**src/rtl/sram_rd_streamer_if.sv**
```systemverilog
// sp_ram_intf: single-port SRAM port shared between the memory and its compute-side client
interface sp_ram_intf #(
   parameter int ADDR_BUS_WIDTH = 8,
   parameter int DATA_BUS_WIDTH = 32
);
   logic                          en;
   logic [ADDR_BUS_WIDTH-1:0]     addr;
   logic [DATA_BUS_WIDTH/8-1:0]   W_req;
   logic [DATA_BUS_WIDTH-1:0]     W_data;
   logic [DATA_BUS_WIDTH-1:0]     R_data;
   modport compute (output en, addr, W_req, W_data, input R_data);
   modport memory (input en, addr, W_req, W_data, output R_data);
endinterface

```
**src/rtl/sram_rd_streamer.sv**
```systemverilog
// sram_rd_streamer: reads a burst of SRAM words and streams them out through a credit-controlled FIFO
module sram_rd_streamer #(
   parameter int FIFO_DEPTH     = 4,
   parameter int LEN_WIDTH      = 16,
   parameter int ADDR_BUS_WIDTH = 8,
   parameter int DATA_BUS_WIDTH = 32
) (
   input  logic                      clk,
   input  logic                      rst,
   input  logic                      start,
   input  logic [ADDR_BUS_WIDTH-1:0] base_addr,
   input  logic [LEN_WIDTH-1:0]      len,
   output logic                      busy,
   output logic                      done,
   sp_ram_intf.compute               ram,
   output logic                      out_valid,
   output logic [DATA_BUS_WIDTH-1:0] out_data,
   output logic                      out_last,
   input  logic                      out_ready
);
   localparam int PW = (FIFO_DEPTH > 1) ? $clog2(FIFO_DEPTH) : 1;
   localparam int CW = $clog2(FIFO_DEPTH + 1);
   localparam logic [CW:0] DEPTH_C = (CW+1)'(FIFO_DEPTH);
   localparam logic [1:0] IDLE  = 2'd0;
   localparam logic [1:0] RUN   = 2'd1;
   localparam logic [1:0] DRAIN = 2'd2;
   localparam logic [1:0] DONE  = 2'd3;
   logic [1:0]                state, state_nx;
   logic [ADDR_BUS_WIDTH-1:0] base_q, addr_q;
   logic [LEN_WIDTH-1:0]      len_q, issued, xfer;
   logic                      en_q, rd_pend;
   logic [DATA_BUS_WIDTH-1:0] mem [FIFO_DEPTH];
   logic [PW-1:0]             wp, rp;
   logic [CW-1:0]             count, count_nx;
   logic [CW:0]               occ;
   logic                      push, pop, accept, issue;
   assign ram.en     = en_q;
   assign ram.addr   = addr_q;
   assign ram.W_req  = '1;
   assign ram.W_data = '0;
   assign out_valid  = count != '0;
   assign out_data   = mem[rp];
   assign out_last   = out_valid && xfer == len_q - LEN_WIDTH'(1);
   assign busy       = state != IDLE;
   assign done       = state == DONE;
   // credit check looks one edge ahead: next FIFO count plus the read currently on the bus
   always_comb begin
      push     = rd_pend;
      pop      = out_valid && out_ready;
      count_nx = count + CW'(push) - CW'(pop);
      occ      = {1'b0, count_nx} + (CW+1)'(en_q);
      accept   = state == IDLE && start;
      issue    = state == RUN && issued < len_q && occ < DEPTH_C;
      state_nx = (state == IDLE)  ? (start ? ((len == '0) ? DONE : RUN) : IDLE) :
                 (state == RUN)   ? ((issued == len_q) ? DRAIN : RUN) :
                 (state == DRAIN) ? ((pop && out_last) ? DONE : DRAIN) : IDLE;
   end
   // burst control, registered read issue and transfer counting
   always_ff @(posedge clk or posedge rst) begin
      if (rst) begin
         state   <= IDLE;
         base_q  <= '0;
         addr_q  <= '0;
         len_q   <= '0;
         issued  <= '0;
         xfer    <= '0;
         en_q    <= 1'b0;
         rd_pend <= 1'b0;
      end else begin
         state   <= state_nx;
         en_q    <= issue || (accept && len != '0);
         rd_pend <= en_q;
         if (accept) begin
            base_q <= base_addr;
            len_q  <= len;
            xfer   <= '0;
            issued <= (len != '0) ? LEN_WIDTH'(1) : '0;
            if (len != '0) addr_q <= base_addr;
         end
         if (issue) begin
            addr_q <= base_q + ADDR_BUS_WIDTH'(issued);
            issued <= issued + LEN_WIDTH'(1);
         end
         if (pop) xfer <= xfer + LEN_WIDTH'(1);
      end
   end
   // FIFO pointers and occupancy; capture of returning read data is unconditional
   always_ff @(posedge clk or posedge rst) begin
      if (rst) begin
         wp    <= '0;
         rp    <= '0;
         count <= '0;
      end else begin
         count <= count_nx;
         if (push) wp <= wp + PW'(1);
         if (pop) rp <= rp + PW'(1);
      end
   end
   // FIFO storage needs no reset; occupancy decides what is valid
   always_ff @(posedge clk) begin
      if (push) mem[wp] <= ram.R_data;
   end
endmodule

```
**src/flat_wrapper.sv**
```systemverilog
// flat-port wrapper written by rule: the top's interface ports become plain ports
module sram_rd_streamer_flat 
#(
   parameter int FIFO_DEPTH     = 4,
   parameter int LEN_WIDTH      = 16,
   parameter int ADDR_BUS_WIDTH = 8,
   parameter int DATA_BUS_WIDTH = 32
)
  (clk, rst, start, base_addr, len, busy, done, out_valid, out_data, out_last, out_ready, ram_en, ram_addr, ram_W_req, ram_W_data, ram_R_data);
  sp_ram_intf #(.ADDR_BUS_WIDTH(ADDR_BUS_WIDTH), .DATA_BUS_WIDTH(DATA_BUS_WIDTH)) ram_i ();
  input  logic clk;
  input  logic rst;
  input  logic start;
  input  logic [ADDR_BUS_WIDTH-1:0] base_addr;
  input  logic [LEN_WIDTH-1:0] len;
  output logic busy;
  output logic done;
  output logic out_valid;
  output logic [DATA_BUS_WIDTH-1:0] out_data;
  output logic out_last;
  input  logic out_ready;
  output wire logic [$bits(ram_i.en)-1:0] ram_en;
  output wire logic [$bits(ram_i.addr)-1:0] ram_addr;
  output wire logic [$bits(ram_i.W_req)-1:0] ram_W_req;
  output wire logic [$bits(ram_i.W_data)-1:0] ram_W_data;
  input wire logic [$bits(ram_i.R_data)-1:0] ram_R_data;
  assign ram_en = ram_i.en;
  assign ram_addr = ram_i.addr;
  assign ram_W_req = ram_i.W_req;
  assign ram_W_data = ram_i.W_data;
  assign ram_i.R_data = ram_R_data;
  sram_rd_streamer #(.FIFO_DEPTH(FIFO_DEPTH), .LEN_WIDTH(LEN_WIDTH), .ADDR_BUS_WIDTH(ADDR_BUS_WIDTH), .DATA_BUS_WIDTH(DATA_BUS_WIDTH)) u_core (.clk(clk), .rst(rst), .start(start), .base_addr(base_addr), .len(len), .busy(busy), .done(done), .ram(ram_i), .out_valid(out_valid), .out_data(out_data), .out_last(out_last), .out_ready(out_ready));
endmodule
```
**config.mk**
```make
export PLATFORM = sky130hd
export DESIGN_NAME = sram_rd_streamer_flat
export DESIGN_NICKNAME = d
export VERILOG_FILES = /design/src/rtl/sram_rd_streamer_if.sv /design/src/rtl/sram_rd_streamer.sv /design/src/flat_wrapper.sv
export SDC_FILE = /design/constraint.sdc
export NUM_CORES = 1
export LEC_CHECK = 0
export CORE_MARGIN = 2
export CORE_UTILIZATION = 49
export DETAILED_ROUTE_END_ITERATION = 8
export PLACE_DENSITY = 0.85
export SLEW_MARGIN = 0
export SYNTH_ARGS = -nofsm -noshare
export SYNTH_HDL_FRONTEND = slang
export SYNTH_SLANG_ARGS = --single-unit
```
**constraint.sdc**
```tcl
create_clock -name clk -period 3.4 [get_ports clk]
set_clock_uncertainty 0.2 [all_clocks]
set_input_delay 0.68 -clock clk [delete_from_list [all_inputs] [get_ports clk]]
set_output_delay 0.68 -clock clk [all_outputs]
set_load 0.02 [all_outputs]
```
==> results.py, run 1 <==
metrics = {
    "clock_tree": {
        "clockBufferDepth": 3,
        "htreeDepth": 1,
        "cts_inserted_buffers": 22,
        "clkLatencyLatePin_ps": 490,
        "cts_root_buf": "clkbuf_16",
        "clk_pin_slew_ps": 60,
        "hold_buffers": 0,
        "cts_tree": "built",
        "cts_sinks": 203,
    },
    "route": {
        "wire_per_inst_um": 17.4,
        "via_count": 6096,
        "dr.first_iter.drc_count": 440,
        "drcViolationCount": 0,
        "final_antenna_net_count": 0,
        "wirelength_mm": 19.9,
        "via_per_inst": 5.34,
        "drt_first_pass_iters": 5,
    },
    "finish": {
        "nets": 960,
        "layout_common_cells": "edfxtp_1, clkdlybuf4s50_1, nand2_1",
        "mostFrequentLayoutCell": "edfxtp_1",
        "fill_cells": 1375,
        "synthToLayoutAreaGrowth_pct": 25.5,
        "num_antenna_cells": 0,
        "final_cell_area_um2": 11900,
        "fin_cells": 1142,
        "drive_gt1_share_pct": 16.6,
        "final_util_pct": 63.0,
    },
    "placed_design": {
        "port_buffers": 104,
        "hpwlAfterDp_mm": 13.5,
        "gp_congestion": 0.901,
        "dp.cells": 1095,
        "postPlaceCellArea_um2": 11000,
    },
    "setup_path": {
        "critPathSlowestCell": "or4_4",
        "cp_common_cell": "nor4_4",
        "worst_setup_path_start_kind": "register",
        "crit_chain": "or3_4 -> or4_4 -> nor4_4 -> a21oi_1 -> o311a_1 -> nor4_4 -> buf_4",
        "cp-startpoint": "u_core.len_q[5]$_DFFE_PP0P_",
        "rr_endpoint": "u_core.issued[11]$_DFFE_PP0P_",
        "r2r_start": "u_core.count[1]$_DFF_PP0_",
        "critPathMaxStageDelay_ps": 440,
        "crit_family": "simple AND/OR/NAND/NOR gates",
        "reg2reg_depth": 15,
        "crit_required_ps": 2520,
        "cp-end-kind": "primary output",
        "crit_buf_inv": 1,
        "cp_data_arrival_time_ps": 2850,
        "worstPathMaxFanout": 2,
        "path_class": "reg -> out",
        "rrSetupSlack_ps": 90,
    },
    "synthesis": {
        "synth-edff-count": 128,
        "ys.flop_type": "edfxtp_1",
        "ys_seq_area_share_pct": 60.5,
        "avgSynthCellArea_um2": 13.2,
        "yosysWarningCount": 0,
        "synth_cells": 715,
        "synth_cell_types": 59,
        "synth_area_um2": 9450,
        "synthArstFlopShare_pct": 36.9,
        "ys_ff_latch": 203,
    },
    "floorplan": {
        "die_area_um2": 20400,
        "ios": 141,
        "die_w_um": 143,
        "initial_core_util_pct": 50.2,
        "fp.dieH_um": 143,
        "core.rowCount": 50,
        "core_area_um2": 18800,
    },
    "min_path": {
        "worstHoldEndpoint": "u_core.push$_DFF_PP0_",
        "whs_path_depth": 0,
        "hold_start": "u_core.ram.en$_DFF_PP0_",
        "hp-class": "reg -> reg",
    },
    "timing": {
        "setup_slack_ps": -334,
        "drv_slew": 0,
        "fmax_mhz": 268,
        "final_hold_viol_count": 0,
        "fin_crit_ps": 3730,
        "tightest_slew_ps": 711,
        "period_share_pct": 110,
        "grt_setup_unrepaired": "yes",
        "slew-limit-headroom_pct": 52.5,
        "setup_viol": 1,
    },
    "run_status": {
        "status": "complete, but fails checks",
        "violations": "negative setup slack",
    },
    "global_route": {
        "overflow": 0,
        "grt_first_pass_wirelength_mm": 31.2,
        "antenna_found_initial": 0,
        "grt_pass1_vias": 6042,
        "track_usage_pct": 19.4,
        "grt_max_degree": 47,
    },
    "job": {
        "max_cap_violations": 0,
    },
    "pwr": {
        "p_per_area_nw_per_um2": 563,
        "vdd_drop_max_uv": 296,
        "leakage_uw": 0.00470,
    },
}
-- stage by stage --
| stage | setup TNS [ps] | total power, uW | setup slack [ps] | hold slack [ps] |
|---|---|---|---|---|
| finish | -334 | 6680 | -334 | 252 |
| global route | -536 | 6940 | -461 | 268 |
| CTS | -424 | 6720 | -424 | 261 |
| detailed placement | -5880 | 4460 | -432 | 248 |
| global placement | -3410 | 4440 | -325 | 253 |
| floorplan | 0 | 3830 | 6.75 | 250 |
-- worst reg2reg max path, stage by stage, from the launching register on --
cell and delay, ps:
dfrtp_1 390, or3_4 410, nand2_4 90, clkinv_4 50, ha_4 220, inv_1 70
ha_1 140, inv_1 50, fa_2 510, inv_1 50, nand3_1 70, nand4b_1 120
or2_4 320, buf_8 160, o311ai_1 230, o41ai_1 110
-- cells by family (layout without fill, tap and decap cells) --
kind of cell             after synthesis  in the layout  share of synthesized area [%]
other                                  2             36                         0.0795
flip-flops                           203            203                           60.5
buffers and inverters                 94            227                           5.16
multiplexers                          45             45                           9.06
AND/OR/NAND/NOR                      198            198                           10.6
AO/OA/AOI/OAI                        107            107                           6.97
XOR/XNOR                              32             32                           2.97
adder cells (fa/ha/maj)               34             34                           4.66
-- synthesized netlist by cell type (4+ instances only) --
master    instances  area share [%]
nand2_1          79             3.1
mux4_2           32             7.6
nor3b_1           6            0.48
nor4_1            8            0.53
o21ai_0          49             2.6
clkbuf_1         20            0.79
and2_1            6            0.40
o311ai_0          5            0.46
and3_1           13            0.86
edfxtp_1        128              41
xor2_1           11             1.0
nor2_1           24            0.95
mux2i_1           9            0.95
a21oi_1          18            0.95
mux2_2            4            0.48
nand3_1          23             1.2
a211o_1           5            0.46
nor3_1            8            0.42
inv_1            34             1.4
dfrtp_1          75              20
ha_1             32             4.2
xnor2_1          21             1.9
or3_1             4            0.26
buf_4            36             2.9
nand2b_1          4            0.26
nand4_1           7            0.46
-- area by class of cell --
cell class                 count  area, um2  share of cell area (%)
tap                          260        325                    2.74
clock buffer                  28        594                    5.01
clock inverter                12       96.3                   0.812
sequential                   203       5720                    48.2
timing repair buffer         152       1460                    12.3
inverter                      35        136                    1.15
multi-input combinational    452       3530                    29.7
-- state kept, by name (all words and copies together), names as in the netlist --
name / cells
u_core.wp: 2
u_core.rp: 2
u_core.count: 3
u_core.ram.en: 1
u_core.push: 1
u_core.issued: 16
u_core.mem: 128
u_core.len_q: 16
u_core.base_q: 8
u_core.state: 2
u_core.ram.addr: 8
u_core.xfer: 16
-- power by group --
part           internal [uW]  total, uW  switching, uW
sequential              2680       2740           60.0
combinational            868       1680            812
clock                   1320       2260            933
-- worst max path at each step --
stage,endpoint,cells past startpoint
finish,out_last,7
global route,out_last,7
CTS,out_last,10
detailed placement,out_last,8
global placement,out_last,8
floorplan,u_core.issued[8]$_DFFE_PP0P_,16
-- per-layer routing --
layer	global-route usage, %	vias up	wire length [um]
met5	0	-	0
met4	4.33	0	265
met3	2.75	22	1120
met2	34.1	202	10100
met1	25.8	2985	8430
li1	-	2887	-
-- timing repair --
| action | CTS | global route |
|---|---|---|
| resized for setup | 17 | 13 |
| pin swaps | 7 | 8 |
| hold endpoints to repair | 0 | 0 |
| setup buffers | 4 | 3 |
| setup endpoints to repair | 1 | 12 |
(Power assumes the default switching activity.)
==> run 2: changes to the inputs <==
- GPL_TIMING_DRIVEN: unset -> 0
==> run 2 against run 1 <==
The flow still finishes with violations (negative setup slack). Sequential share of layout area down 1.0 points. Routed wire length up 4.1%. Worst setup slack worse by 87 ps. Global-route usage up 0.80 points. Maximum frequency down 2.3%. Largest cell class unchanged.
==> results.py, run 2 (synthesized netlist as in run 1, its figures left out) <==
metrics = {
    "floorplan": {
        "initial_core_util_pct": 50.2,
        "core_area_um2": 18800,
        "die_w_um": 143,
        "fp.dieH_um": 143,
        "core.rowCount": 50,
        "ios": 141,
        "die_area_um2": 20400,
    },
    "job": {
        "max_cap_violations": 0,
    },
    "timing": {
        "grt_setup_unrepaired": "yes",
        "tns_ps": -421,
        "drv_slew": 0,
        "fmax_mhz": 262,
        "whs_ps": 279,
        "setup_viol": 1,
        "period_share_pct": 112,
        "final_hold_viol_count": 0,
        "fin_crit_ps": 3820,
        "tightest_slew_ps": 853,
        "slew-limit-headroom_pct": 43.2,
        "setup_slack_ps": -421,
    },
    "setup_path": {
        "worst_setup_path_start_kind": "register",
        "worstPathMaxFanout": 3,
        "crit_required_ps": 2520,
        "cp_data_arrival_time_ps": 2940,
        "path_class": "reg -> out",
        "cp-end-kind": "primary output",
    },
    "finish": {
        "layout_common_cells": "edfxtp_1, clkdlybuf4s50_1, nand2_1",
        "mostFrequentLayoutCell": "edfxtp_1",
        "nets": 985,
        "fill_cells": 1357,
        "num_antenna_cells": 0,
        "final_util_pct": 64.4,
        "largest_register": "u_core.mem",
        "drive_gt1_share_pct": 19.3,
        "largest_register_ffs": 128,
        "synthToLayoutAreaGrowth_pct": 28.4,
    },
    "placed_design": {
        "gp_congestion": 0.819,
        "hpwlAfterDp_mm": 13.5,
        "port_buffers": 104,
    },
    "route": {
        "via_count": 6268,
        "via_per_inst": 5.37,
        "drcViolationCount": 0,
        "drt_first_pass_iters": 5,
        "wirelength_mm": 20.7,
        "wire_per_inst_um": 17.7,
        "final_antenna_net_count": 0,
        "dr.first_iter.drc_count": 361,
    },
    "clock_tree": {
        "cts_inserted_buffers": 22,
        "cts_root_buf": "clkbuf_16",
        "cts_sinks": 203,
        "clkLatencyLatePin_ps": 500,
        "clk_pin_slew_ps": 60,
        "clockBufferDepth": 3,
        "htreeDepth": 1,
        "cts_tree": "built",
        "hold_buffers": 0,
    },
    "pwr": {
        "p_per_area_nw_per_um2": 572,
        "leakage_uw": 0.00483,
        "vdd_drop_max_uv": 400,
    },
    "global_route": {
        "antenna_found_initial": 0,
        "grt_first_pass_wirelength_mm": 32.4,
        "overflow": 0,
        "grt_pass1_vias": 6268,
        "grt_max_degree": 48,
        "track_usage_pct": 20.2,
    },
    "min_path": {
        "hp-class": "reg -> reg",
    },
    "run_status": {
        "status": "complete, but fails checks",
        "violations": "negative setup slack",
    },
}
run 2: critical path, stage by stage, from the launching register on:
cell and delay [ps]:
dfrtp_2 410, inv_2 80, ha_4 130, or4b_4 480, or4_4 450, o31ai_4 170
nand4_1 170, nor4_4 360, buf_4 200
run 2: worst paths after layout:
kind / to / depth (start not counted) / slack [ps] / from
worst max-delay path: out_last / 8 / -420 / u_core.len_q[0]$_DFFE_PP0P_
worst min-delay path: u_core.push$_DFF_PP0_ / 0 / 280 / u_core.ram.en$_DFF_PP0_
worst max register to register: u_core.issued[13]$_DFFE_PP0P_ / 15 / 20 / u_core.count[0]$_DFF_PP0_
worst min register to register: u_core.push$_DFF_PP0_ / 0 / 280 / u_core.ram.en$_DFF_PP0_
max in group asynchronous: u_core.len_q[5]$_DFFE_PP0P_ / 3 / 2080 / rst
min in group asynchronous: u_core.ram.addr[3]$_DFFE_PP0P_ / 2 / 330 / rst
run 2: where the power goes:
group | internal [uW] | switching, uW | leakage (uW)
clock | 1470 | 929 | 0.000357
sequential | 2680 | 68.9 | 0.00208
combinational | 919 | 863 | 0.00239
run 2: repair_timing:
action / in CTS / in global routing
gates resized for setup: 43 / 20
pin swaps: 8 / 8
cloned: 1 / 1
buffers inserted: 12 / 1
endpoints found under the setup margin: 55 / 26
run 2: per-layer routing:
layer	vias up	share of wire (%)	global-route usage [%]
met5	-	0	0
met4	0	1.9	4.64
met3	31	6.3	3.72
met2	214	51	35.3
met1	3078	41	26.4
li1	2945	-	-
run 2: cell type report:
type | instances | area [um2] | share of cell area [%]
Tap cell | 260 | 325 | 2.68
Buffer | 57 | 407 | 3.35
Clock buffer | 30 | 601 | 4.95
Timing Repair Buffer | 120 | 1180 | 9.75
Clock inverter | 10 | 136 | 1.12
Sequential cell | 203 | 5720 | 47.2
Inverter | 35 | 146 | 1.21
Multi-Input combinational cell | 452 | 3610 | 29.7
run 2: through the flow:
stage	instances	instance area, um2	power, uW	worst slack (ps)
global placement	1113	11000	4440	-768
finish	1167	12100	6930	-421
detailed placement	1114	11000	4480	-759
global route	1167	12100	7190	-514
floorplan	749	9650	3830	6.75
CTS	1165	12000	6960	-417
==> run 3: changes to the inputs <==
- TNS_END_PERCENT: unset -> 30
==> run 3 against run 2 <==
The flow still finishes with violations (negative setup slack). Sequential power about the same. Largest cell class unchanged. Cell area increased by 0.92%. Worst setup slack got worse by 32 ps. Die area unchanged.
==> results.py, run 3 (synthesized netlist as in run 1, its figures left out) <==
metrics = {
    "clock_tree": {
        "hold_buffers": 0,
        "clockBufferDepth": 3,
        "clkLatencyLatePin_ps": 500,
        "cts_root_buf": "clkbuf_16",
        "cts_inserted_buffers": 22,
        "cts_tree": "built",
        "htreeDepth": 1,
        "clk_pin_slew_ps": 60,
        "cts_sinks": 203,
    },
    "global_route": {
        "grt_first_pass_wirelength_mm": 32.2,
        "overflow": 0,
        "grt_max_degree": 50,
        "track_usage_pct": 20.0,
        "antenna_found_initial": 0,
        "grt_pass1_vias": 6303,
    },
    "placed_design": {
        "place_ws_ps": -843,
        "hpwlAfterDp_mm": 13.5,
        "port_buffers": 104,
        "gp_congestion": 0.831,
        "postPlaceCellArea_um2": 11000,
    },
    "pwr": {
        "power_uw": 6850,
        "p_sw_uw": 1870,
        "internal_power_uw": 4970,
        "leakage_uw": 0.00490,
        "pwr-share-clk_pct": 33.6,
        "p_per_area_nw_per_um2": 559,
        "p_seq_share_pct": 40.3,
        "swShare_pct": 27.4,
        "pwr-share-comb_pct": 26.1,
        "vdd_drop_max_uv": 504,
    },
    "floorplan": {
        "core_area_um2": 18800,
        "fp.dieH_um": 143,
        "core.rowCount": 50,
        "initial_core_util_pct": 50.2,
        "die_area_um2": 20400,
        "ios": 141,
        "die_w_um": 143,
    },
    "timing": {
        "tightest_slew_ps": 873,
        "setup_viol": 13,
        "final_hold_viol_count": 0,
        "fin_crit_ps": 3850,
        "period_share_pct": 113,
        "drv_slew": 0,
        "whs_ps": 265,
        "grt_setup_unrepaired": "yes",
        "fmax_mhz": 260,
        "tns_ps": -942,
        "slew-limit-headroom_pct": 41.8,
        "setup_slack_ps": -453,
    },
    "route": {
        "wire_per_inst_um": 17.9,
        "drt_first_pass_iters": 5,
        "via_count": 6335,
        "via_per_inst": 5.40,
        "drcViolationCount": 0,
        "wirelength_mm": 21.0,
        "final_antenna_net_count": 0,
        "dr.first_iter.drc_count": 399,
    },
    "setup_path": {
        "path_class": "reg -> out",
        "crit_buf_inv": 2,
        "crit_chain": "inv_2 -> ha_4 -> or4b_4 -> or4_4 -> o31ai_4 -> nand4_1 -> nor4_4 -> buf_4",
        "crit_required_ps": 2520,
        "cp-end-kind": "primary output",
        "critPathSlowestCell": "or4b_4",
        "worst_setup_path_start_kind": "register",
        "crit_family": "simple AND/OR/NAND/NOR gates",
        "critPathMaxStageDelay_ps": 480,
        "cp_data_arrival_time_ps": 2970,
        "worstPathMaxFanout": 2,
    },
    "finish": {
        "mostFrequentLayoutCell": "edfxtp_1",
        "num_antenna_cells": 0,
        "drive_gt1_share_pct": 21.1,
        "layout_common_cells": "edfxtp_1, clkdlybuf4s50_1, nand2_1",
        "largest_register_ffs": 128,
        "synthToLayoutAreaGrowth_pct": 29.5,
        "fill_cells": 1345,
        "final_cell_area_um2": 12200,
        "nets": 992,
        "largest_register": "u_core.mem",
    },
    "job": {
        "max_cap_violations": 0,
    },
    "run_status": {
        "status": "complete, but fails checks",
        "violations": "negative setup slack",
    },
    "min_path": {
        "hp-class": "reg -> reg",
    },
}
-- run 3: changes by cell type in the layout (fill, tap and decap cells not counted), moves of 3 or more --
cell,change
buf_6,+3
nor3_1,-3
nor3b_1,-3
nor3b_2,+3
-- run 3: final timing paths --
kind	from	endpoint	slack [ps]	cells after the start
min in group asynchronous	rst	u_core.ram.addr[3]$_DFFE_PP0P_	320	2
setup reg to reg	u_core.count[1]$_DFF_PP0_	u_core.issued[13]$_DFFE_PP0P_	-100	15
max in group asynchronous	rst	u_core.len_q[5]$_DFFE_PP0P_	2090	3
hold reg to reg	u_core.ram.en$_DFF_PP0_	u_core.push$_DFF_PP0_	270	0
hold / removal	u_core.ram.en$_DFF_PP0_	u_core.push$_DFF_PP0_	270	0
setup / recovery	u_core.len_q[1]$_DFFE_PP0P_	out_last	-450	8
-- run 3: power by group through the flow --
stage | logic (uW) | clock network, uW | registers (uW)
after floorplan | 1060 | 0 | 2770
after global placement | 1660 | 0 | 2780
after detailed placement | 1700 | 0 | 2780
after CTS | 1730 | 2340 | 2760
after global routing | 1900 | 2440 | 2770
final | 1790 | 2300 | 2760
-- run 3: worst register-to-register path, stage by stage, from the launching register on --
cell and delay, ps:
dfrtp_1 420, or3_4 470, nand2_8 150, clkinv_8 60, ha_4 210, inv_2 60, ha_4 130, inv_4 30
fa_2 530, inv_2 50, nand3_2 70, nand4b_1 130, or2_4 320, buf_12 160, o311ai_4 290, o41ai_2 110
-- run 3: through the flow --
stage / utilization, % / instances
after floorplan: - / 749
after global placement: 58.4 / 1113
after detailed placement: 58.6 / 1114
after CTS: 63.7 / 1162
after global routing: 65.0 / 1174
final: 65.0 / 1174
-- run 3: area by class of cell --
type                            instances  area (um2)  share of cell area, %
Buffer                                 57         417                   3.40
Sequential cell                       203        5720                   46.8
Multi-Input combinational cell        452        3650                   29.9
Tap cell                              260         325                   2.66
Timing Repair Buffer                  127        1260                   10.3
Inverter                               35         149                   1.22
Clock inverter                         10        86.3                  0.705
Clock buffer                           30         621                   5.07
-- run 3: timing repair --
item	in CTS	in global routing
gates resized for setup	49	35
setup buffers	9	12
cloned	0	1
pin swaps	11	13
endpoints found under the setup margin	55	47
-- run 3: per-layer routing --
| metal | global-route usage, % | up-vias | wire length, um |
|---|---|---|---|
| met4 | 5.21 | 0 | 489 |
| met2 | 35.8 | 225 | 10800 |
| met3 | 3.22 | 47 | 1190 |
| li1 | - | 2948 | - |
| met5 | 0 | - | 0 |
| met1 | 25.5 | 3115 | 8490 |
